==> src/rtl/sodor_mem_pkg.sv <==
// Shared encodings for the Sodor scratchpad port arbiter: requester indices,
// memory function/type codes and the arbiter FSM state.
package sodor_mem_pkg;

  localparam int NUM_REQ = 3;

  localparam logic [1:0] REQ_IMEM = 2'd0;
  localparam logic [1:0] REQ_DMEM = 2'd1;
  localparam logic [1:0] REQ_DBG  = 2'd2;

  localparam logic M_XRD = 1'b0;
  localparam logic M_XWR = 1'b1;

  localparam logic [2:0] MT_B  = 3'd1;
  localparam logic [2:0] MT_H  = 3'd2;
  localparam logic [2:0] MT_W  = 3'd3;
  localparam logic [2:0] MT_BU = 3'd5;
  localparam logic [2:0] MT_HU = 3'd6;

  typedef enum logic [1:0] {
    ST_IDLE  = 2'd0,
    ST_ISSUE = 2'd1,
    ST_WAIT  = 2'd2
  } arbState_e;

endpackage

==> src/rtl/sodor_prio_picker.sv <==
// Three-way combinational priority picker: promoted requesters win (lowest
// index first), otherwise fixed priority debug > port1 > port0.
module sodor_prio_picker
  import sodor_mem_pkg::*;
(
  input  logic [2:0] valid,
  input  logic [2:0] promoted,
  output logic [2:0] grant,
  output logic [1:0] grantIdx
);

  logic [2:0] eligible;

  always_comb begin
    eligible = valid & promoted;
    grant    = 3'b000;
    grantIdx = REQ_IMEM;
    if (|eligible) begin
      if (eligible[REQ_IMEM]) begin
        grant    = 3'b001;
        grantIdx = REQ_IMEM;
      end else if (eligible[REQ_DMEM]) begin
        grant    = 3'b010;
        grantIdx = REQ_DMEM;
      end else begin
        grant    = 3'b100;
        grantIdx = REQ_DBG;
      end
    end else if (valid[REQ_DBG]) begin
      grant    = 3'b100;
      grantIdx = REQ_DBG;
    end else if (valid[REQ_DMEM]) begin
      grant    = 3'b010;
      grantIdx = REQ_DMEM;
    end else if (valid[REQ_IMEM]) begin
      grant    = 3'b001;
      grantIdx = REQ_IMEM;
    end
  end

endmodule

==> src/rtl/sodor_mem_port_arbiter.sv <==
// Shares one scratchpad memory port between instruction fetch, data access and
// debug; one transaction in flight, fixed priority with starvation promotion.
module sodor_mem_port_arbiter
  import sodor_mem_pkg::*;
#(
  parameter int ADDR_W       = 32,
  parameter int DATA_W       = 32,
  parameter int TYP_W        = 3,
  parameter int STARVE_LIMIT = 8
) (
  input  logic                  clock,
  input  logic                  reset,
  input  logic [2:0]            req_valid,
  output logic [2:0]            req_ready,
  input  logic [3*ADDR_W-1:0]   req_addr,
  input  logic [3*DATA_W-1:0]   req_data,
  input  logic [2:0]            req_fcn,
  input  logic [3*TYP_W-1:0]    req_typ,
  output logic [2:0]            resp_valid,
  output logic [DATA_W-1:0]     resp_data,
  output logic                  mem_req_valid,
  input  logic                  mem_req_ready,
  output logic [ADDR_W-1:0]     mem_req_addr,
  output logic [DATA_W-1:0]     mem_req_data,
  output logic                  mem_req_fcn,
  output logic [TYP_W-1:0]      mem_req_typ,
  input  logic                  mem_resp_valid,
  input  logic [DATA_W-1:0]     mem_resp_data,
  output logic                  busy
);

  localparam logic [7:0] STARVE_CNT = 8'(STARVE_LIMIT);

  arbState_e stateReg, stateNext;
  logic [1:0]        ownerReg;
  logic [ADDR_W-1:0] addrReg;
  logic [DATA_W-1:0] dataReg;
  logic              fcnReg;
  logic [TYP_W-1:0]  typReg;
  logic [DATA_W-1:0] respDataReg;

  logic [2:0] promoted;
  logic [2:0] grant;
  logic [1:0] grantIdx;
  logic       latch;
  logic       complete;

  logic [ADDR_W-1:0] addrSlice [NUM_REQ];
  logic [DATA_W-1:0] dataSlice [NUM_REQ];
  logic [TYP_W-1:0]  typSlice  [NUM_REQ];

  genvar gi;
  generate
    for (gi = 0; gi < NUM_REQ; gi++) begin : g_req
      logic [7:0] waitCntReg;

      assign addrSlice[gi] = req_addr[gi*ADDR_W +: ADDR_W];
      assign dataSlice[gi] = req_data[gi*DATA_W +: DATA_W];
      assign typSlice[gi]  = req_typ[gi*TYP_W +: TYP_W];

      // Counts IDLE cycles lost while requesting; saturates rather than wraps.
      always_ff @(posedge clock or posedge reset) begin
        if (reset) begin
          waitCntReg <= 8'd0;
        end else if (!req_valid[gi] || req_ready[gi]) begin
          waitCntReg <= 8'd0;
        end else if (stateReg == ST_IDLE && waitCntReg != 8'hFF) begin
          waitCntReg <= waitCntReg + 8'd1;
        end
      end

      assign promoted[gi] = (waitCntReg >= STARVE_CNT);
    end
  endgenerate

  sodor_prio_picker uPicker (
    .valid    (req_valid),
    .promoted (promoted),
    .grant    (grant),
    .grantIdx (grantIdx)
  );

  always_comb begin
    stateNext     = stateReg;
    req_ready     = 3'b000;
    mem_req_valid = 1'b0;
    latch         = 1'b0;
    complete      = 1'b0;
    case (stateReg)
      ST_IDLE: begin
        // Gated by reset so no accept strobe escapes while held in reset.
        if (!reset && |grant) begin
          req_ready = grant;
          latch     = 1'b1;
          stateNext = ST_ISSUE;
        end
      end
      ST_ISSUE: begin
        mem_req_valid = 1'b1;
        if (mem_req_ready) begin
          if (mem_resp_valid) begin
            complete  = 1'b1;
            stateNext = ST_IDLE;
          end else begin
            stateNext = ST_WAIT;
          end
        end
      end
      ST_WAIT: begin
        if (mem_resp_valid) begin
          complete  = 1'b1;
          stateNext = ST_IDLE;
        end
      end
      default: stateNext = ST_IDLE;
    endcase
  end

  always_ff @(posedge clock or posedge reset) begin
    if (reset) begin
      stateReg    <= ST_IDLE;
      ownerReg    <= REQ_IMEM;
      addrReg     <= '0;
      dataReg     <= '0;
      fcnReg      <= 1'b0;
      typReg      <= '0;
      respDataReg <= '0;
    end else begin
      stateReg <= stateNext;
      if (latch) begin
        ownerReg <= grantIdx;
        addrReg  <= addrSlice[grantIdx];
        dataReg  <= dataSlice[grantIdx];
        fcnReg   <= req_fcn[grantIdx];
        typReg   <= typSlice[grantIdx];
      end
      if (complete) begin
        respDataReg <= mem_resp_data;
      end
    end
  end

  assign resp_valid   = complete ? (3'b001 << ownerReg) : 3'b000;
  assign resp_data    = complete ? mem_resp_data : respDataReg;
  assign mem_req_addr = addrReg;
  assign mem_req_data = dataReg;
  assign mem_req_fcn  = fcnReg;
  assign mem_req_typ  = typReg;
  assign busy         = (stateReg != ST_IDLE);

endmodule

==> config.mk <==
export PLATFORM = sky130hd
export DESIGN_NAME = sodor_mem_port_arbiter
export DESIGN_NICKNAME = d
export VERILOG_FILES = /design/src/rtl/sodor_mem_pkg.sv /design/src/rtl/sodor_prio_picker.sv /design/src/rtl/sodor_mem_port_arbiter.sv
export SDC_FILE = /design/constraint.sdc
export NUM_CORES = 1
export LEC_CHECK = 0
export ABC_AREA = 1
export CAP_MARGIN = 10
export CORE_UTILIZATION = 38
export CTS_CLUSTER_SIZE = 24
export DETAILED_ROUTE_END_ITERATION = 10
export PLACE_DENSITY = 0.77
export SETUP_SLACK_MARGIN = 0.3
export SYNTH_ARGS = -nofsm -noshare
export SYNTH_HDL_FRONTEND = slang
export SYNTH_SLANG_ARGS = --single-unit
==> constraint.sdc <==
create_clock -name clock -period 5.8 [get_ports clock]
set_input_delay 1.16 -clock clock [delete_from_list [all_inputs] [get_ports clock]]
set_output_delay 1.16 -clock clock [all_outputs]
set_load 0.02 [all_outputs]
# Word-level counts from Yosys, hierarchy flattened
# Cells that the tools add are included.
# W data, S select, Z words.
dict set report totals {
  output_inout_bits 108
  input_bits 243
  wordCells 91
  ff_bits 128
}
dict set report classes {
  n_eq_ne 8
  reduce_logical 19
  addsub 3
  n_bitwise 2
  n_lt_le_gt_ge 5
  n_shift 1
  n_mux 43
}
# cell count
set ops {}
lappend ops {{$mux W32} 5}
lappend ops {{$bmux W32 S2} 2}
lappend ops {{$mux W8} 6}
lappend ops {{$mux W3} 10}
lappend ops {{$add A8 B1 Y8 const B} 3}
lappend ops {{$ge A8 B4 Y1 const B} 3}
lappend ops {{$ne A8 B8 Y1 const B} 3}
lappend ops {{$mux W2} 8}
lappend ops {{$mux W1} 8}
lappend ops {{$reduce_bool A2 Y1} 4}
lappend ops {{$bmux W3 S2} 1}
lappend ops {{$pmux W2 S3} 1}
lappend ops {{$reduce_or A3 Y1} 2}
lappend ops {{$logic_and A1 B1 Y1} 4}
lappend ops {{$logic_not A1 Y1} 4}
lappend ops {{$ne A2 B2 Y1 const B} 2}
lappend ops {{$and A3 B3 Y3} 1}
lappend ops {{$ge A3 B3 Y1 const B} 1}
lappend ops {{$logic_or A1 B1 Y1} 3}
lappend ops {{$lt A2 B3 Y1 const B} 1}
lappend ops {{$not A2 Y3} 1}
lappend ops {{$reduce_and A3 Y1} 1}
lappend ops {{$shl A1 B2 Y3 const A} 1}
lappend ops {{$bmux W1 S2} 1}
lappend ops {{5 further kinds} 5}

# Logic depth before layout (Yosys ltp)
dict set report logic_depth {
  ltp_word 11
  ltp_mapped 10
  depth_no_buf 9
}

# Modules after synthesis
# Synthesis repeated with hierarchy kept, for this count alone.
dict set report unflattened {
  hier_cells 953
  area_unflattened_um2 7109.3
}
# mod cells_each seq_area_each_um2 area_each_um2 n_inst
set modules_own_cells {}
lappend modules_own_cells {sodor_mem_port_arbiter 940 3203.1 7045.5 1}
lappend modules_own_cells {sodor_prio_picker 13 0.0 63.8 1}

# Worst setup path after synthesis
# No wires, ideal clock.
dict set report synth_path {
  path_type {input to output}
  start {in reset}
  end {out req_ready[1]}
  required_ns 4.640
  stages 6
  t_arrival_ns 4.655
  path_buffers 1
  setup_slack_ns -0.015
  cell_sequence {inv_1 -> nand2_1 -> nor2_2 -> buf_4 -> nand3_1 -> inv_1}
}
dict set report synth_between {
  elab_chain_cells 4
}
# element line_no
set synth_rtl {}
lappend synth_rtl {{start: declaration} sodor_mem_port_arbiter.sv:12} ;# input logic reset,
lappend synth_rtl {{$logic_not A1 Y1 (no line)} n/a}
lappend synth_rtl {{$logic_and A1 B1 Y1} sodor_mem_port_arbiter.sv:92} ;# if (!reset && |grant) begin
lappend synth_rtl {{$mux W3} sodor_mem_port_arbiter.sv:92}
lappend synth_rtl {{$mux W3} sodor_mem_port_arbiter.sv:89} ;# case (stateReg)
lappend synth_rtl {{end: declaration} sodor_mem_port_arbiter.sv:14} ;# output logic [2:0] req_ready,
# No other way between the ends.

# Final worst setup path
dict set report layout_path {
  start {in mem_req_ready}
  end {out resp_data[5]}
}
dict set report layout_between {
  elab_chain_cells 3
}
# element line_no
set layout_rtl {}
lappend layout_rtl {{start: declaration} sodor_mem_port_arbiter.sv:22} ;# input logic mem_req_ready,
lappend layout_rtl {{$mux W1} sodor_mem_port_arbiter.sv:100} ;# if (mem_req_ready) begin
lappend layout_rtl {{$pmux W1 S2} sodor_mem_port_arbiter.sv:89}
lappend layout_rtl {{$mux W32} n/a}
lappend layout_rtl {{end: declaration} sodor_mem_port_arbiter.sv:20} ;# output logic [DATA_W-1:0] resp_data,
# No other way between the ends.

==> qor.yml <==
outcome:
  status: "complete, no violations"
floorplanning:
  coreArea_um2: 19600
  die_w_um: 144
  row_count: 51
  ios: 351
  dieHeight_um: 144
  die_area_um2: 20700
  initial_core_util: 0.391
layout:
  utilization: 0.608
  area_delta_synth_final_pct: 55.7
  nets: 1688
  drive_above_1_share: 0.108
  layout_commonest_cell: "clkdlybuf4s50_1"
  layout_common_cells: "clkdlybuf4s50_1 (350), inv_1 (302), nor2_1 (156)"
  diodes: 0
setup_path:
  startpoint_type: "input port"
  critPathKind: "input port to output port"
  cp_top_family: "buffers and inverters"
  crit_chain: "clkdlybuf4s50_1 -> nand2_1 -> nand2_1 -> nand3_2 -> buf_4 -> mux2_2 -> clkdlybuf4s50_1"
  worstPathRequired_ns: 4.64
  cp_slowest_cell: "clkdlybuf4s50_1"
  cp_max_fo: 20
  critPathMaxStageDelay_ns: 0.62
  crit_path_end_kind: "output port"
  cp_num_buf_inv: 3
  cp.arrival_ns: 3.57
clock_tree:
  cts.repair.resized: 0
  hold_buffers: 0
  clock_sinks: 120
  root_buffer: "clkbuf_16"
  worstSkewPairLatency_ns: 0.42
  htree_levels: 4
  clk_pin_slew_worst_paths_ns: 0.06
  cts_tree: "done"
  post-cts-setup-buffer-count: 0
  cts_buffer_depth: 2
  cts_buffers: 17
sta:
  rsz0062_at_grt: "false"
  min_period_ns: 4.73
  finalSetupViolCount: 0
  setup_tns_ns: 0
  max_freq_mhz: 212
  clock_skew_ns: 0.0171
  max_slew.worst_pin.slew_ns: 0.963
  slew_headroom: 0.358
  drv_slew: 0
  hold_viol: 0
  period_share: 0.815
synth:
  ys_types: 27
  yosys-top-cells-area: "dfrtp_1 (39%), inv_1 (15%), nand3_1 (9.9%), nor2_1 (7.6%), or2_2 (5.6%)"
  ys_warn_count: 0
  synthFlopType: "dfrtp_1"
  avgSynthCellArea_um2: 6.88
  synth_area_leader_cell: "dfrtp_1"
  synth_seq_area_share: 0.392
  syn_area_um2: 7650
  async_reset_ff_frac: 1.00
  ys_ff_latch: 120
  synth_top_area_frac: 0.392
  synth_edf_count: 0
  syn_nets: 1362
  postSynthCellCount: 1112
placement:
  port_buffers: 350
  hpwl_mm: 17.7
  gp_congestion: 0.854
power_and_ir_drop:
  p_leak_uw: 0.00624
  peakVddDrop_v: 0.000190
  pwr_density_cell_nw_per_um2: 426
grt:
  antenna_found_initial: 0
  grt_pass1_vias: 7256
  overflow: 0
  grt_pass1_wl_mm: 37.4
  gr-usage-all-layers: 0.237
  grt_max_degree: 79
detailed_routing:
  drt_wl_total_mm: 24.6
  final_antenna_net_count: 0
  drtPass1Iterations: 4
  wire_per_inst_um: 14.3
  vias: 7742
  post-route-drc-count: 0
  drt_iter0_drc: 319
  avgViaCountPerCell: 4.51
min_path:
  hp-class: "flop to flop"
flow_run:
  drv_cap: 0
-- state kept, by name, indices dropped and copies added, names as in the netlist --
register and cells:
ownerReg 2, stateReg 2, mem_req_addr 32, respDataReg 32, mem_req_data 32, mem_req_typ 3, g_req.waitCntReg 16, mem_req_fcn 1
-- where the power goes --
group	switching [µW]	leakage (µW)	total [µW]	internal, µW
logic	1330	0.00454	2600	1270
registers	171	0.00141	1380	1210
clock network	409	0.000290	1090	677
-- final timing paths --
kind                                   startpoint  slack, ns                to  depth (start not counted)
max                                 mem_req_ready       1.07      resp_data[5]                          7
min                               respDataReg[25]       0.50   respDataReg[25]                          1
max reg2reg                g_req[0].waitCntReg[6]       2.51   mem_req_data[7]                          9
min reg2reg                       respDataReg[25]       0.50   respDataReg[25]                          1
max in group asynchronous                   reset       3.09   mem_req_addr[2]                          4
min in group asynchronous                   reset       1.42  mem_req_data[15]                          3
-- routing by layer --
layer  GRT usage  part of all wire
met5           0                 0
met4      0.0649             0.016
met3      0.0686             0.077
met2       0.412              0.50
met1       0.282              0.41
-- cell type report --
| cell class | count | area (µm²) |
|---|---|---|
| fillers | 1742 | 7670 |
| clock inverters | 15 | 176 |
| well taps | 265 | 332 |
| multi-input cells | 631 | 3230 |
| clock buffers | 17 | 425 |
| flip-flops and latches | 120 | 3000 |
| inverters | 306 | 1150 |
| repair buffers | 362 | 3590 |
-- cell usage after synthesis (3+ instances only) --
| master | number |
|---|---|
| inv_2 | 3 |
| or2_2 | 69 |
| clkbuf_1 | 18 |
| a21oi_1 | 73 |
| nand2_2 | 5 |
| xor2_1 | 4 |
| dfrtp_1 | 120 |
| buf_4 | 9 |
| ha_1 | 7 |
| nor2_1 | 156 |
| o21ai_0 | 6 |
| nand4_1 | 4 |
| nand2_1 | 106 |
| nand3b_1 | 3 |
| nand3_1 | 151 |
| nor3_1 | 10 |
| mux2_2 | 32 |
| clkbuf_2 | 7 |
| buf_2 | 18 |
| inv_1 | 303 |
-- cell families after synthesis --
family | count (synthesis) | synth area share
buffers and inverters | 361 | 0.187
multiplexers | 32 | 0.0471
flip-flops | 120 | 0.392
XOR/XNOR | 4 | 0.00458
AO/OA/AOI/OAI | 82 | 0.0546
AND/OR/NAND/NOR | 506 | 0.303
adder cells (fa/ha/maj) | 7 | 0.0114
-- worst register-to-register path, cell delays in order, from the launching register on --
cell	delay, ns
dfrtp_1	0.42
nor2_1	0.14
nand3b_1	0.10
nand2_2	0.58
buf_4	0.53
nand2_2	0.55
buf_4	0.48
nand2_1	0.16
nand3_1	0.09
a21oi_1	0.17
-- per-stage QoR --
| step | area (µm²) | std cells | hold WS [ns] | power (µW) | setup slack (ns) |
|---|---|---|---|---|---|
| after floorplan | 7660 | 1112 | 0.478 | 2800 | 0.957 |
| after global placement | 11300 | 1684 | 0.479 | 3950 | 1.11 |
| after detailed placement | 11300 | 1684 | 0.481 | 4000 | 1.08 |
| after CTS | 11900 | 1716 | 0.494 | 5110 | 1.07 |
| after global routing | 11900 | 1716 | 0.514 | 5390 | 0.973 |
| final | 11900 | 1716 | 0.496 | 5070 | 1.07 |
No activity file was read; power rests on OpenSTA's default activity.
